===== src/rtl/sd_dac8_pkg.sv =====
// sd_dac_pkg: shared state encoding and default sizing for the delta-sigma DAC
package sd_dac_pkg;
    typedef enum logic {IDLE = 1'b0, RUN = 1'b1} state_t;
    localparam int WIDTH_DEFAULT = 8;
    localparam int OSR_DEFAULT = 256;
endpackage


===== src/rtl/sd_dac8_if.sv =====
// sd_dac8_if: valid/ready code input channel
interface sd_dac8_if #(parameter int WIDTH = 8);
    logic [WIDTH-1:0] digital_in;
    logic             in_valid;
    logic             in_ready;
    modport master (output digital_in, in_valid, input in_ready);
    modport slave  (input digital_in, in_valid, output in_ready);
endinterface


===== src/rtl/sd_dac8_mod.sv =====
// sd_dac_mod: first-order modulator, carry of acc + code is the output bit
module sd_dac_mod #(
    parameter int WIDTH = 8
) (
    input  logic             clk,
    input  logic             rst_n,
    input  logic             clr,
    input  logic             run,
    input  logic [WIDTH-1:0] code,
    output logic             dout
);
    logic [WIDTH-1:0] acc;
    // accumulate the held code; the carry out becomes the registered bit
    always_ff @(posedge clk or negedge rst_n)
        if (!rst_n) {dout, acc} <= '0;
        else if (clr) {dout, acc} <= '0;
        else if (run) {dout, acc} <= {1'b0, acc} + {1'b0, code};
endmodule


===== src/rtl/sd_dac8.sv =====
// sd_dac8: 8-bit delta-sigma DAC with two-deep code buffer and sample timing
module sd_dac8 import sd_dac_pkg::*; #(
    parameter int WIDTH = WIDTH_DEFAULT,
    parameter int OSR   = OSR_DEFAULT,
    parameter int OSR_W = $clog2(OSR)
) (
    input  logic      clk,
    input  logic      rst_n,
    input  logic      enable,
    sd_dac8_if.slave  bus,
    output logic      bit_out,
    output logic      sample_tick,
    output logic      underrun,
    output logic      busy
);
    state_t           state, state_nx;
    logic [WIDTH-1:0] hold, next_code;
    logic             next_full, period_end, load;
    logic [OSR_W-1:0] osr_cnt;

    // next state, handshake and buffer transfer decode
    always_comb begin
        busy = state == RUN;
        bus.in_ready = enable && !next_full;
        period_end = busy && osr_cnt == OSR_W'(OSR - 1);
        load = enable && next_full && (!busy || period_end);
        state_nx = enable && (busy || next_full) ? RUN : IDLE;
    end

    // state register
    always_ff @(posedge clk or negedge rst_n)
        if (!rst_n) state <= IDLE;
        else state <= state_nx;

    // code buffer, sample counter and period-end flags
    always_ff @(posedge clk or negedge rst_n)
        if (!rst_n) begin
            hold <= '0;
            next_code <= '0;
            next_full <= 1'b0;
            osr_cnt <= '0;
            sample_tick <= 1'b0;
            underrun <= 1'b0;
        end else if (!enable) begin
            next_full <= 1'b0;
            osr_cnt <= '0;
            sample_tick <= 1'b0;
            underrun <= 1'b0;
        end else begin
            if (bus.in_valid && bus.in_ready) begin
                next_code <= bus.digital_in;
                next_full <= 1'b1;
            end else if (load) next_full <= 1'b0;
            if (load) hold <= next_code;
            osr_cnt <= busy ? osr_cnt + 1'b1 : '0;
            sample_tick <= period_end;
            underrun <= period_end && !next_full;
        end

    sd_dac_mod #(.WIDTH(WIDTH)) u_mod (
        .clk   (clk),
        .rst_n (rst_n),
        .clr   (!enable || !busy),
        .run   (busy),
        .code  (hold),
        .dout  (bit_out)
    );
endmodule


===== src/flat_wrapper.sv =====
// flat-port wrapper written by rule: the top's interface ports become plain ports
module sd_dac8_flat import sd_dac_pkg::*;
#(
    parameter int WIDTH = WIDTH_DEFAULT,
    parameter int OSR   = OSR_DEFAULT,
    parameter int OSR_W = $clog2(OSR)
)
  (clk, rst_n, enable, bit_out, sample_tick, underrun, busy, bus_digital_in, bus_in_valid, bus_in_ready);
  sd_dac8_if #(.WIDTH(WIDTH)) bus_i ();
  input  logic clk;
  input  logic rst_n;
  input  logic enable;
  output logic bit_out;
  output logic sample_tick;
  output logic underrun;
  output logic busy;
  input wire logic [$bits(bus_i.digital_in)-1:0] bus_digital_in;
  input wire logic [$bits(bus_i.in_valid)-1:0] bus_in_valid;
  output wire logic [$bits(bus_i.in_ready)-1:0] bus_in_ready;
  assign bus_i.digital_in = bus_digital_in;
  assign bus_i.in_valid = bus_in_valid;
  assign bus_in_ready = bus_i.in_ready;
  sd_dac8 #(.WIDTH(WIDTH), .OSR(OSR), .OSR_W(OSR_W)) u_core (.clk(clk), .rst_n(rst_n), .enable(enable), .bus(bus_i), .bit_out(bit_out), .sample_tick(sample_tick), .underrun(underrun), .busy(busy));
endmodule

===== config.mk =====
export PLATFORM = sky130hd
export DESIGN_NAME = sd_dac8_flat
export DESIGN_NICKNAME = d
export VERILOG_FILES = /design/src/rtl/sd_dac8_pkg.sv /design/src/rtl/sd_dac8_if.sv /design/src/rtl/sd_dac8_mod.sv /design/src/rtl/sd_dac8.sv /design/src/flat_wrapper.sv
export SDC_FILE = /design/constraint.sdc
export NUM_CORES = 1
export LEC_CHECK = 0
export CAP_MARGIN = 20
export CELL_PAD_IN_SITES_DETAIL_PLACEMENT = 0
export CELL_PAD_IN_SITES_GLOBAL_PLACEMENT = 1
export CORE_UTILIZATION = 41
export CTS_CLUSTER_DIAMETER = 100
export CTS_CLUSTER_SIZE = 8
export DETAILED_ROUTE_END_ITERATION = 8
export PLACE_DENSITY = 0.73
export SETUP_SLACK_MARGIN = 0.2
export SLEW_MARGIN = 40
export SYNTH_ARGS = -nofsm -noshare
export SYNTH_HDL_FRONTEND = slang
export SYNTH_SLANG_ARGS = --single-unit

===== constraint.sdc =====
create_clock -name clk -period 1.8 [get_ports clk]
set_input_delay 0.27 -clock clk [delete_from_list [all_inputs] [get_ports clk]]
set_output_delay 0.27 -clock clk [all_outputs]
set_load 0.005 [all_outputs]

==> After elaboration in Yosys (flattened, before gate mapping) <==
Index checks and enable logic that the tools add are counted.
{ "word_totals": {"regBits": 37, "input_bits": 12, "out_inout_bits": 5, "wordCells": 41} }
{ "classes": {"addsub": 2, "n_eq_ne": 2, "mux": 12, "n_reduce_logical": 16} }
{ "op_table": {"columns": ["operator", "count"], "rows": [
  ["2-to-1 mux 8 bit", 4],
  ["adder 8 x 8 -> 9 bit", 1],
  ["adder 8 x 1 -> 8 bit (second input constant)", 1],
  ["equality test 8 bit (second input constant)", 1],
  ["2-to-1 mux 1 bit", 8],
  ["logical AND 1 bit", 7],
  ["AND reduction 2 bit", 2],
  ["zero test 1 bit", 3],
  ["logical OR 1 bit", 3],
  ["inequality test 3 x 1 -> 1 bit (second input constant)", 1],
  ["nonzero test 2 bit", 1]
]} }

==> Logic depth before layout (Yosys ltp) <==
Gate-level depths: netlist of run 1.
{ "logic_depth": {"word_depth": 7, "depth_mapped": 6, "mapped_depth_nobuf": 6} }

==> Cells and area by module <==
A second synthesis of run 1 with hierarchy kept.
{ "unflattened": {"hier_cells": 152, "area_unflattened_um2": 1810.5} }
{ "by_module_without_submodules": {"columns": ["mod", "n_inst", "cells_per_inst", "area_each_um2", "seq_area_each_um2"], "rows": [
  ["sd_dac8", 1, 79, 1103.6, 700.7],
  ["sd_dac_mod", 1, 73, 706.9, 225.2]
]} }

==> Worst setup path after synthesis of run 1 <==
Ideal clock, no wire load.
{ "synth_timing": {"path_kind": "register to register", "startpoint": "register u_core.u_mod.acc[0]", "endpoint": "register u_core.u_mod.acc[6]", "setup_ns": 0.120, "t_arrival_ns": 1.734, "required_time_ns": 1.680, "path_slack_ns": -0.054, "stages_incl_launch_ff": 7, "n_path_buf": 0, "synth_period_minus_slack_ns": 1.854, "cell_sequence": "dfrtp_1 > ha_1 > fa_1 > a21oi_1 > o211ai_1 > a211o_1 > and3_1"} }
{ "synth_between": {"elab_chain_cells": 3} }
{ "synth_lines": {"columns": ["element", "line", "text"], "rows": [
  ["from (decl)", "sd_dac8_mod.sv:12", "logic [WIDTH-1:0] acc;"],
  ["from (signal assigned)", "sd_dac8_mod.sv:17", "else if (run) {dout, acc} <= {1'b0, acc} + {1'b0, code};"],
  ["adder 8 x 8 -> 9 bit", "sd_dac8_mod.sv:17", null],
  ["2-to-1 mux 8 bit", "sd_dac8_mod.sv:17", null],
  ["2-to-1 mux 8 bit", "sd_dac8_mod.sv:16", "else if (clr) {dout, acc} <= '0;"]
]} }
Every way passes these cells. The select of a mux whose other input is x is not followed.
A chain may end at the register's enable or synchronous reset.

==> Final worst setup path of run 1 <==
{ "layout_timing": {"startpoint": "register u_core.hold[0]", "endpoint": "register u_core.u_mod.acc[6]"} }
{ "layout_between": {"elab_chain_cells": 3} }
{ "layout_lines": {"columns": ["element", "line", "text"], "rows": [
  ["from (decl)", "sd_dac8.sv:17", "logic [WIDTH-1:0] hold, next_code;"],
  ["from (signal assigned)", "sd_dac8.sv:54", "if (load) hold <= next_code;"],
  ["adder 8 x 8 -> 9 bit", "sd_dac8_mod.sv:17", null],
  ["2-to-1 mux 8 bit", "sd_dac8_mod.sv:17", null],
  ["2-to-1 mux 8 bit", "sd_dac8_mod.sv:16", null]
]} }
Every way passes these cells. The select of a mux whose other input is x is not followed.

==> impl_metrics.ini, run 1 <==
[status]
status = finished, final reports clean

[placed_design]
numPortBuffers = 16
gp_congestion = 0.860
dp_hpwl_mm = 2.16
placedInstanceArea_mm2 = 0.00202

[clocking]
cts.sinks = 37
clk-insertion-delay-late_ps = 280
clkSlewWorstSetupHoldPaths_ps = 70
cts_hold_buffers_added = 0
clk_path_buf_depth = 2
numCtsBuffers = 5
tritoncts = done
htreeDepth = 2
cts_root_buf = clkbuf_8

[sta]
rsz_0062_raised_after_global_routing = true
timing.final.max_slew_violations = 0
final.setup_skew_ps = 3.82
timing.final.crit_share = 0.965
final_number_of_setup_violating_endpoints = 0
max_clock_freq_ghz = 0.576
final-hold-violation-count = 0
final.setup.tns_ps = 0
timing.slew.headroom = 0.694
worst_slew_pin_slew_ps = 458
final_period_minus_worst_setup_slack_ps = 1740

[pwr]
share_seq_of_total_power = 0.495
comb_power_share = 0.254
leakagePower_uw = 0.000990
vdd_ir_drop_max_uv = 538
power_uw = 2110
netSwitchingPower_uw = 572
power.density_mw_per_mm2 = 970
cell_internal_pwr_uw = 1530
power_frac_clock = 0.250
sw_frac_of_total = 0.272

[final_layout]
final_design_area_no_fill_mm2 = 0.00217
final_nets = 194
drive_gt1_frac = 0.214
area_growth_pct = 24.6
number_of_diodes = 0

[critical_path]
worstSetupPathType = reg2reg
start_kind = register
cp_data_required_time_ps = 1970
worst_ep_arrival_time_ps = 1910
end_kind = register
worst-path-max-fanout = 2

[grt]
grtUsageTotal = 0.161
initial_antenna_violation_count = 0
gr-total-overflow = 0
grt_start_max_net_pins = 38
wire_length_of_the_first_global_routing_pass_mm = 5.10
grt_pass1_vias = 1126

[detailed_routing]
drt_first_iter_violations = 82
postRouteAntennaNets = 0
drt-wirelength-per-cell_um = 14.0
routed_wirelength_mm = 3.12
detail_route.first_pass.iterations = 4
post_route_drc = 0
viasPerCell = 5.23
dr_total_vias = 1166

[synthesis]
synth_top_cells_by_area = dfrtp_1 53%, mux2_4 6.9%, ha_1 6.5%
synth.yosys.seq_area_share = 0.531
mappedNetlistArea_mm2 = 0.00174
syn-mean-instance-area_um2 = 12.3
synth_top_cells_by_count = 37 x dfrtp_1, 11 x nor2_1, 9 x ha_1
synth.lib_cells_used.distinct = 33
synthDominantAreaCellType = dfrtp_1
yosys.cell_count.top_type = dfrtp_1
yosys.area.top_type_share = 0.531
ys_seq_elements = 37
yosys_most_used_dff = dfrtp_1
postSynthCellCount = 142
number_of_enable_flip_flop_cells_after_synthesis = 0
synthesis.yosys.warnings = 0
synthArstFlopShare = 1.00
postSynthNetCount = 164

[run]
timing.max_cap.violations = 0

[worst_hold_path]
hold_class = in2async

[floorplanning]
fp_rows = 23
coreArea_mm2 = 0.00403
floorplan.initialDensity = 0.433
die_y_um = 67.2
die_area_mm2 = 0.00452
fp.dieW_um = 67.2
ioPinCount = 17
==> flip-flops by register name (all words and copies together), names as in the netlist <==
register	flops
u_core.busy	1
u_core.hold	8
u_core.next_code	8
u_core.next_full	1
u_core.osr_cnt	8
u_core.sample_tick	1
u_core.u_mod.acc	8
u_core.u_mod.dout	1
u_core.underrun	1
==> per-stage QoR <==
| step | setup slack [ps] | instances | hold slack, ps | utilization |
|---|---|---|---|---|
| 2_1_floorplan | 49.7 | 142 | -25.6 | - |
| 3_3_place_gp | -14.1 | 211 | 334 | 0.501 |
| 3_5_place_dp | -22.1 | 211 | 347 | 0.501 |
| 4_1_cts | 60.9 | 222 | 44.6 | 0.530 |
| 5_1_grt | -21.8 | 223 | 57.8 | 0.539 |
| 6_report | 62.4 | 223 | 31.9 | 0.539 |
==> layer usage <==
metal	routed length, µm	GRT usage
met2	1480	0.256
met4	21	0.0559
met3	113	0.0557
met5	0	0
met1	1500	0.201
==> cell usage in the layout (no fill, tap or decap), drive strengths merged, types with 2 or more instances in the layout <==
master and instances:
o211ai 2, and2 2, mux2 16, inv 2
a21oi 7, and3 5, clkbuf 8, o21a 3
clkdlybuf4s50 14, buf 11, nor2 11, dfrtp 37
o21ai 7, a21o 2, nor3 5, xnor2 3
nand3 6, nand2 8, ha 9, xor2 3
==> logic make-up after synthesis <==
kind of cell / count (synthesis) / synth area share
adders and majority gates: 10 / 0.0761
muxes: 16 / 0.121
xor gates and xnor gates: 6 / 0.0302
AOI/OAI and AO/OA: 27 / 0.102
buffers and inverters: 5 / 0.0151
and+or+nand+nor: 41 / 0.125
DFF: 37 / 0.531
==> cell type report <==
class                           count  area [µm²]
Clock buffer                        8        80.1
Sequential cell                    37         928
Timing Repair Buffer               26         241
Fill cell                         358        1860
Multi-Input combinational cell    100         852
Inverter                            2        7.51
Tap cell                           50        62.6
==> final timing paths <==
path                                     startpoint                   to  slack, ps  cells past startpoint
min in group clk                u_core.next_code[1]  u_core.next_code[1]        490                      1
worst min register to register  u_core.next_code[1]  u_core.next_code[1]        490                      1
max in group asynchronous                     rst_n    u_core.osr_cnt[2]       1420                      2
worst max-delay path                 u_core.hold[0]  u_core.u_mod.acc[6]         60                      6
worst max register to register       u_core.hold[0]  u_core.u_mod.acc[6]         60                      6
worst min-delay path                          rst_n    u_core.osr_cnt[5]         30                      2
==> worst max-delay path: stages, from the launching register on <==
cell and delay [ps]:
dfrtp_1 410, ha_4 180, fa_2 350, a21oi_2 150, o211ai_1 120, a211o_1 270, and3_4 160
==> timing repair <==
item / 4_1_cts / 5_1_grt
pin swaps: 2 / 2
setup buffers: 3 / 1
setup endpoints to repair: 13 / 12
resized for setup: 5 / 5
==> power by group through the flow <==
| stage | Combinational (µW) | Clock (µW) | Sequential [µW] |
|---|---|---|---|
| 6_report | 536 | 527 | 1040 |
| 2_1_floorplan | 376 | 0 | 1030 |
| 3_5_place_dp | 502 | 0 | 1060 |
| 3_3_place_gp | 481 | 0 | 1050 |
| 4_1_cts | 529 | 557 | 1040 |
| 5_1_grt | 592 | 597 | 1060 |
No activity file was read; power rests on OpenSTA's default activity.
==> run 2, diff against run 1 <==
--- a/config.mk
+++ b/config.mk
@@ -14,7 +14,6 @@
 export DETAILED_ROUTE_END_ITERATION = 8
 export PLACE_DENSITY = 0.73
 export SETUP_SLACK_MARGIN = 0.2
-export SLEW_MARGIN = 40
 export SYNTH_ARGS = -nofsm -noshare
 export SYNTH_HDL_FRONTEND = slang
 export SYNTH_SLANG_ARGS = --single-unit
==> results of run 2 <==
The final DEF is identical to that of run 1; final timing and power are the same.
==> edit 1, RTL diff (flow settings as in run 1) <==
Register the output `underrun` once more; this adds one clock of latency there. The other outputs are not delayed to match.
--- a/src/rtl/sd_dac8.sv
+++ b/src/rtl/sd_dac8.sv
@@ -13,6 +13,8 @@
     output logic      underrun,
     output logic      busy
 );
+
+    logic underrun_s0;
     state_t           state, state_nx;
     logic [WIDTH-1:0] hold, next_code;
     logic             next_full, period_end, load;
@@ -40,12 +42,12 @@
             next_full <= 1'b0;
             osr_cnt <= '0;
             sample_tick <= 1'b0;
-            underrun <= 1'b0;
+            underrun_s0 <= 1'b0;
         end else if (!enable) begin
             next_full <= 1'b0;
             osr_cnt <= '0;
             sample_tick <= 1'b0;
-            underrun <= 1'b0;
+            underrun_s0 <= 1'b0;
         end else begin
             if (bus.in_valid && bus.in_ready) begin
                 next_code <= bus.digital_in;
@@ -54,7 +56,7 @@
             if (load) hold <= next_code;
             osr_cnt <= busy ? osr_cnt + 1'b1 : '0;
             sample_tick <= period_end;
-            underrun <= period_end && !next_full;
+            underrun_s0 <= period_end && !next_full;
         end
 
     sd_dac_mod #(.WIDTH(WIDTH)) u_mod (
@@ -65,5 +67,9 @@
         .code  (hold),
         .dout  (bit_out)
     );
+    always_ff @(posedge clk) begin
+        underrun <= underrun_s0;
+    end
+
 endmodule
 
Formal check against the unedited RTL: no difference found for any inputs over 10 cycles, from zero or initial values and one cycle with rst_n low; that may be too few to reach the edited logic, so the function may still have changed.
==> edit 1 against run 1 <==
Global-route usage shrank 0.38 points. Synthesized area grew 1.1%. Utilization grew 0.67 points. Cell area grew 2.0%. Die area grew 1.1%. Power grew 2.4%. Wire length grew 2.9%. Sequential share of layout area grew 0.14 points. Sequential cell count grew 1. Combinational power grew 2%. Setup slack lost 0.037 ns. Highest routed layer unchanged.
==> edit 1: results (changes against run 1) <==
Status - complete, no violations (unchanged)
Multi-input logic area - 856 um2 (was 852 um2)
Metal1 wirelength - 1540 um (was 1500 um)
Multiplexer share of the synthesized area - 11.9% (was 12.1%)
Maximum vdd drop - 627 uV (was 538 uV)
Seq cells - 38 (was 37)
DR WL met2 - 1490 um (was 1480 um)
Estimated wirelength of the detail-placed design - 2070 um (was 2160 um)
# clk buffers - 7 (was 8)
Placer Congestion - 0.856 (was 0.860)
Synthesized instance count - 143 (was 142)
Overall power - 2160 uW (was 2110 uW)
Largest net degree at the start of global routing - 38 (unchanged)
Met3 Use GR - 6.59% (was 5.57%)
GRT Max-Usage Layer - met2 (unchanged)
Net Switching - 606 uW (was 572 uW)
Starting DRT DRC Count - 80 (was 82)
Xor and xnor area share after synthesis - 2.98% (was 3.02%)
Met1 Use GR - 19.0% (was 20.1%)
Clock network contribution to total cell area - 3.45% (was 3.69%)
Signal buffers - 28 (was 26)
Met2 GRT Util - 24.8% (was 25.6%)
Dpl ws - -0.0336 ns (was -0.0221 ns)
Synth area leaders - dfrtp_1, mux2_4, ha_1 (unchanged)
DP Area - 2040 um2 (was 2020 um2)
Cell variety after synth - 34 (was 33)
Mapped Nets - 165 (was 164)
Vias in the first global route - 1122 (was 1126)
Leakage power - 0.00101 uW (was 0.000990 uW)
Register Area - 950 um2 (was 928 um2)
Arr. time, crit path - 1.95 ns (was 1.91 ns)
Fraction of area in non-clock buffers - 11.9% (was 11.1%)
Clock tree buffer depth - 2 (unchanged)
Sequential cell area share - 42.9% (was 42.7%)
Vias - 1164 (was 1166)
Synthesized-area fraction occupied by adder cells - 7.52% (was 7.61%)
Vias/cell - 5.17 (was 5.23)
Compound-cell area share of the yosys netlist - 10.1% (was 10.2%)
Async set-reset flop share out of synthesis - 97.4% (was 100%)
H-tree levels - 2 (unchanged)
Total GRT Usage - 15.7% (was 16.1%)
Nets - 197 (was 194)
Slew @ Worst Pin - 0.465 ns (was 0.458 ns)
Routed wire length - 3210 um (was 3120 um)
Layout cells sized above 1 - 23.4% (was 21.4%)
Met3 WL - 127 um (was 113 um)
First-pass GRT wire length - 4990 um (was 5100 um)
Clk_skew - 0.00572 ns (was 0.00382 ns)
Sequential share of the synthesized area - 53.7% (was 53.1%)
Inst Count DP - 212 (was 211)
Fill cells - 345 (was 358)
Clk. pwr - 547 uW (was 527 uW)
Top cell type's share of synthesized area - 52.5% (was 53.1%)
==> edit 1: logic make-up (layout without fill, tap and decap cells) <==
| logic type | count (synthesis) | in the layout |
|---|---|---|
| adder cells (fa/ha/maj) | 10 | 10 |
| AO/OA/AOI/OAI | 27 | 27 |
| XOR/XNOR | 6 | 6 |
| flip-flops | 38 | 38 |
| buffers and inverters | 5 | 37 |
| multiplexers | 16 | 16 |
| AND/OR/NAND/NOR | 41 | 41 |
==> edit 1: final timing paths <==
path,from,to,slack [ns],cells after the start
setup reg to reg,u_core.hold[0],u_core.u_mod.acc[6],0.03,6
max in group asynchronous,rst_n,u_core.osr_cnt[2],1.43,2
setup / recovery,u_core.hold[0],u_core.u_mod.acc[6],0.03,6
hold / removal,rst_n,u_core.osr_cnt[7],0.008,2
min in group clk,u_core.underrun_s0,u_core.underrun,0.35,0
hold reg to reg,u_core.underrun_s0,u_core.underrun,0.35,0
==> edit 1: timing repair <==
action	CTS	global route
setup endpoints to repair	13	14
pin swaps	4	3
buffers inserted	3	3
resized for setup	10	6
==> edit 2, RTL diff (flow settings as in run 1) <==
Made on the original files. `WIDTH_DEFAULT`: 8 -> 12.
--- a/src/rtl/sd_dac8_pkg.sv
+++ b/src/rtl/sd_dac8_pkg.sv
@@ -1,7 +1,7 @@
 // sd_dac_pkg: shared state encoding and default sizing for the delta-sigma DAC
 package sd_dac_pkg;
     typedef enum logic {IDLE = 1'b0, RUN = 1'b1} state_t;
-    localparam int WIDTH_DEFAULT = 8;
+    localparam int WIDTH_DEFAULT = 12;
     localparam int OSR_DEFAULT = 256;
 endpackage
 
Ports: changed (resized bus_digital_in); port bits go from 17 to 21. The function was not compared with the original's and may differ.
==> edit 2 against run 1 <==
Critical path depth rose by 1. Synthesized cell count rose by 31%. Power rose by 47%. Synthesized area rose by 32%. Setup slack improved by 0.018 ns. Wire length rose by 39%. Fmax rose by 1.1%. First-iteration DRC count fell by 40%. Combinational power rose by 90%. Cell area rose by 44%. Global-route usage fell by 0.54 points. Sequential cell count rose by 12. Critical endpoint is now u_core.u_mod.dout.
==> edit 2: results (changes against run 1) <==
Leakage power - 0.00139 uW (was 0.000990 uW)
Delay-heaviest family, CP - adder cells (was compound AO/OA/AOI/OAI gates)
Clock network contribution to total cell area - 2.76% (was 3.69%)
Starting DRT DRC Count - 49 (was 82)
Clk_skew - 0.00421 ns (was 0.00382 ns)
DR WL met2 - 2200 um (was 1480 um)
# clk buffers - 7 (was 8)
Cell variety after synth - 36 (was 33)
R2R setup slack - 0.08 ns (was 0.06 ns)
Top cells by count, synth - dfrtp_1, nor2_1, mux2_2 (was dfrtp_1, nor2_1, ha_1)
Fill cells - 437 (was 358)
Maximum vdd drop - 432 uV (was 538 uV)
Total GRT Usage - 15.5% (was 16.1%)
RR Endpoint - u_core.u_mod.dout (was u_core.u_mod.acc[6])
Estimated wirelength of the detail-placed design - 2890 um (was 2160 um)
Placer Congestion - 0.844 (was 0.860)
Sequential cell area share - 39.2% (was 42.7%)
Utilization after layout - 59.4% (was 53.9%)
Clock power share - 20.9% (was 25.0%)
Met2 GRT Util - 26.3% (was 25.6%)
Non-Clock Inverter Count - 3 (was 2)
Post-CTS Resized - 9 (was 5)
Sequential share of the synthesized area - 53.1% (about the same)
Reg2Reg Depth - 7 (was 6)
Signal buffers - 41 (was 26)
Layout cells sized above 1 - 35.9% (was 21.4%)
Status - complete, no violations (unchanged)
Post-CTS Repair Setup Buffers - 5 (was 3)
Largest net degree at the start of global routing - 30 (was 38)
Vias in the first global route - 1561 (was 1126)
PortBufs - 20 (was 16)
Met3 Use GR - 4.29% (was 5.57%)
Overall power - 3090 uW (was 2110 uW)
Multi-input logic area - 1310 um2 (was 852 um2)
Max Used Layer - met4 (unchanged)
Multi-input gates - 131 (was 100)
Synth area leaders - dfrtp_1, ha_1, mux2_2 (was dfrtp_1, mux2_4, ha_1)
Sw Ratio - 29.5% (was 27.2%)
P_comb - 1020 uW (was 536 uW)
Sink Count - 49 (was 37)
Hold_buf cts - 1 (was 0)
Nets - 261 (was 194)
Worst skew pair latency - 0.30 ns (was 0.28 ns)
Met1 Use GR - 19.0% (was 20.1%)
Metal1 wirelength - 1940 um (was 1500 um)
Crit Path Max Fanout - 3 (was 2)
Cell Rows - 26 (was 23)
Mapped Nets - 216 (was 164)
Vias - 1543 (was 1166)
DP Area - 2740 um2 (was 2020 um2)
Max-slew headroom - 67.3% (was 69.4%)
Avg WL per Cell - 14.4 um (was 14.0 um)
Met3 WL - 150 um (was 113 um)
First-pass GRT wire length - 7140 um (was 5100 um)
Fraction of area in non-clock buffers - 13.2% (was 11.1%)
-- edit 2: cell types whose count changed after synthesis, moves of 5 or more --
cell | before | now
mux2_2 | 0 | 14
a21oi_1 | 7 | 12
dfrtp_1 | 37 | 49
mux2_1 | 8 | 0
nor3_1 | 5 | 0
nor2_1 | 11 | 19
-- edit 2: cell families after synthesis --
logic type / Yosys count / synth area share (%)
DFF: 49 / 53.1
AOI/OAI and AO/OA: 31 / 8.56
buffers and inverters: 6 / 1.35
and+or+nand+nor: 48 / 10.4
adders and majority gates: 14 / 7.91
muxes: 24 / 13.3
xor gates and xnor gates: 14 / 5.31
-- edit 2: stage by stage --
stage	std cells	hold WS (ns)	worst slack [ns]
floorplan	186	-0.0256	0.150
global placement	279	0.258	0.0730
detailed placement	279	0.270	0.0250
CTS	292	0.473	0.0662
global route	301	0.503	-0.0152
finish	301	0.454	0.0808
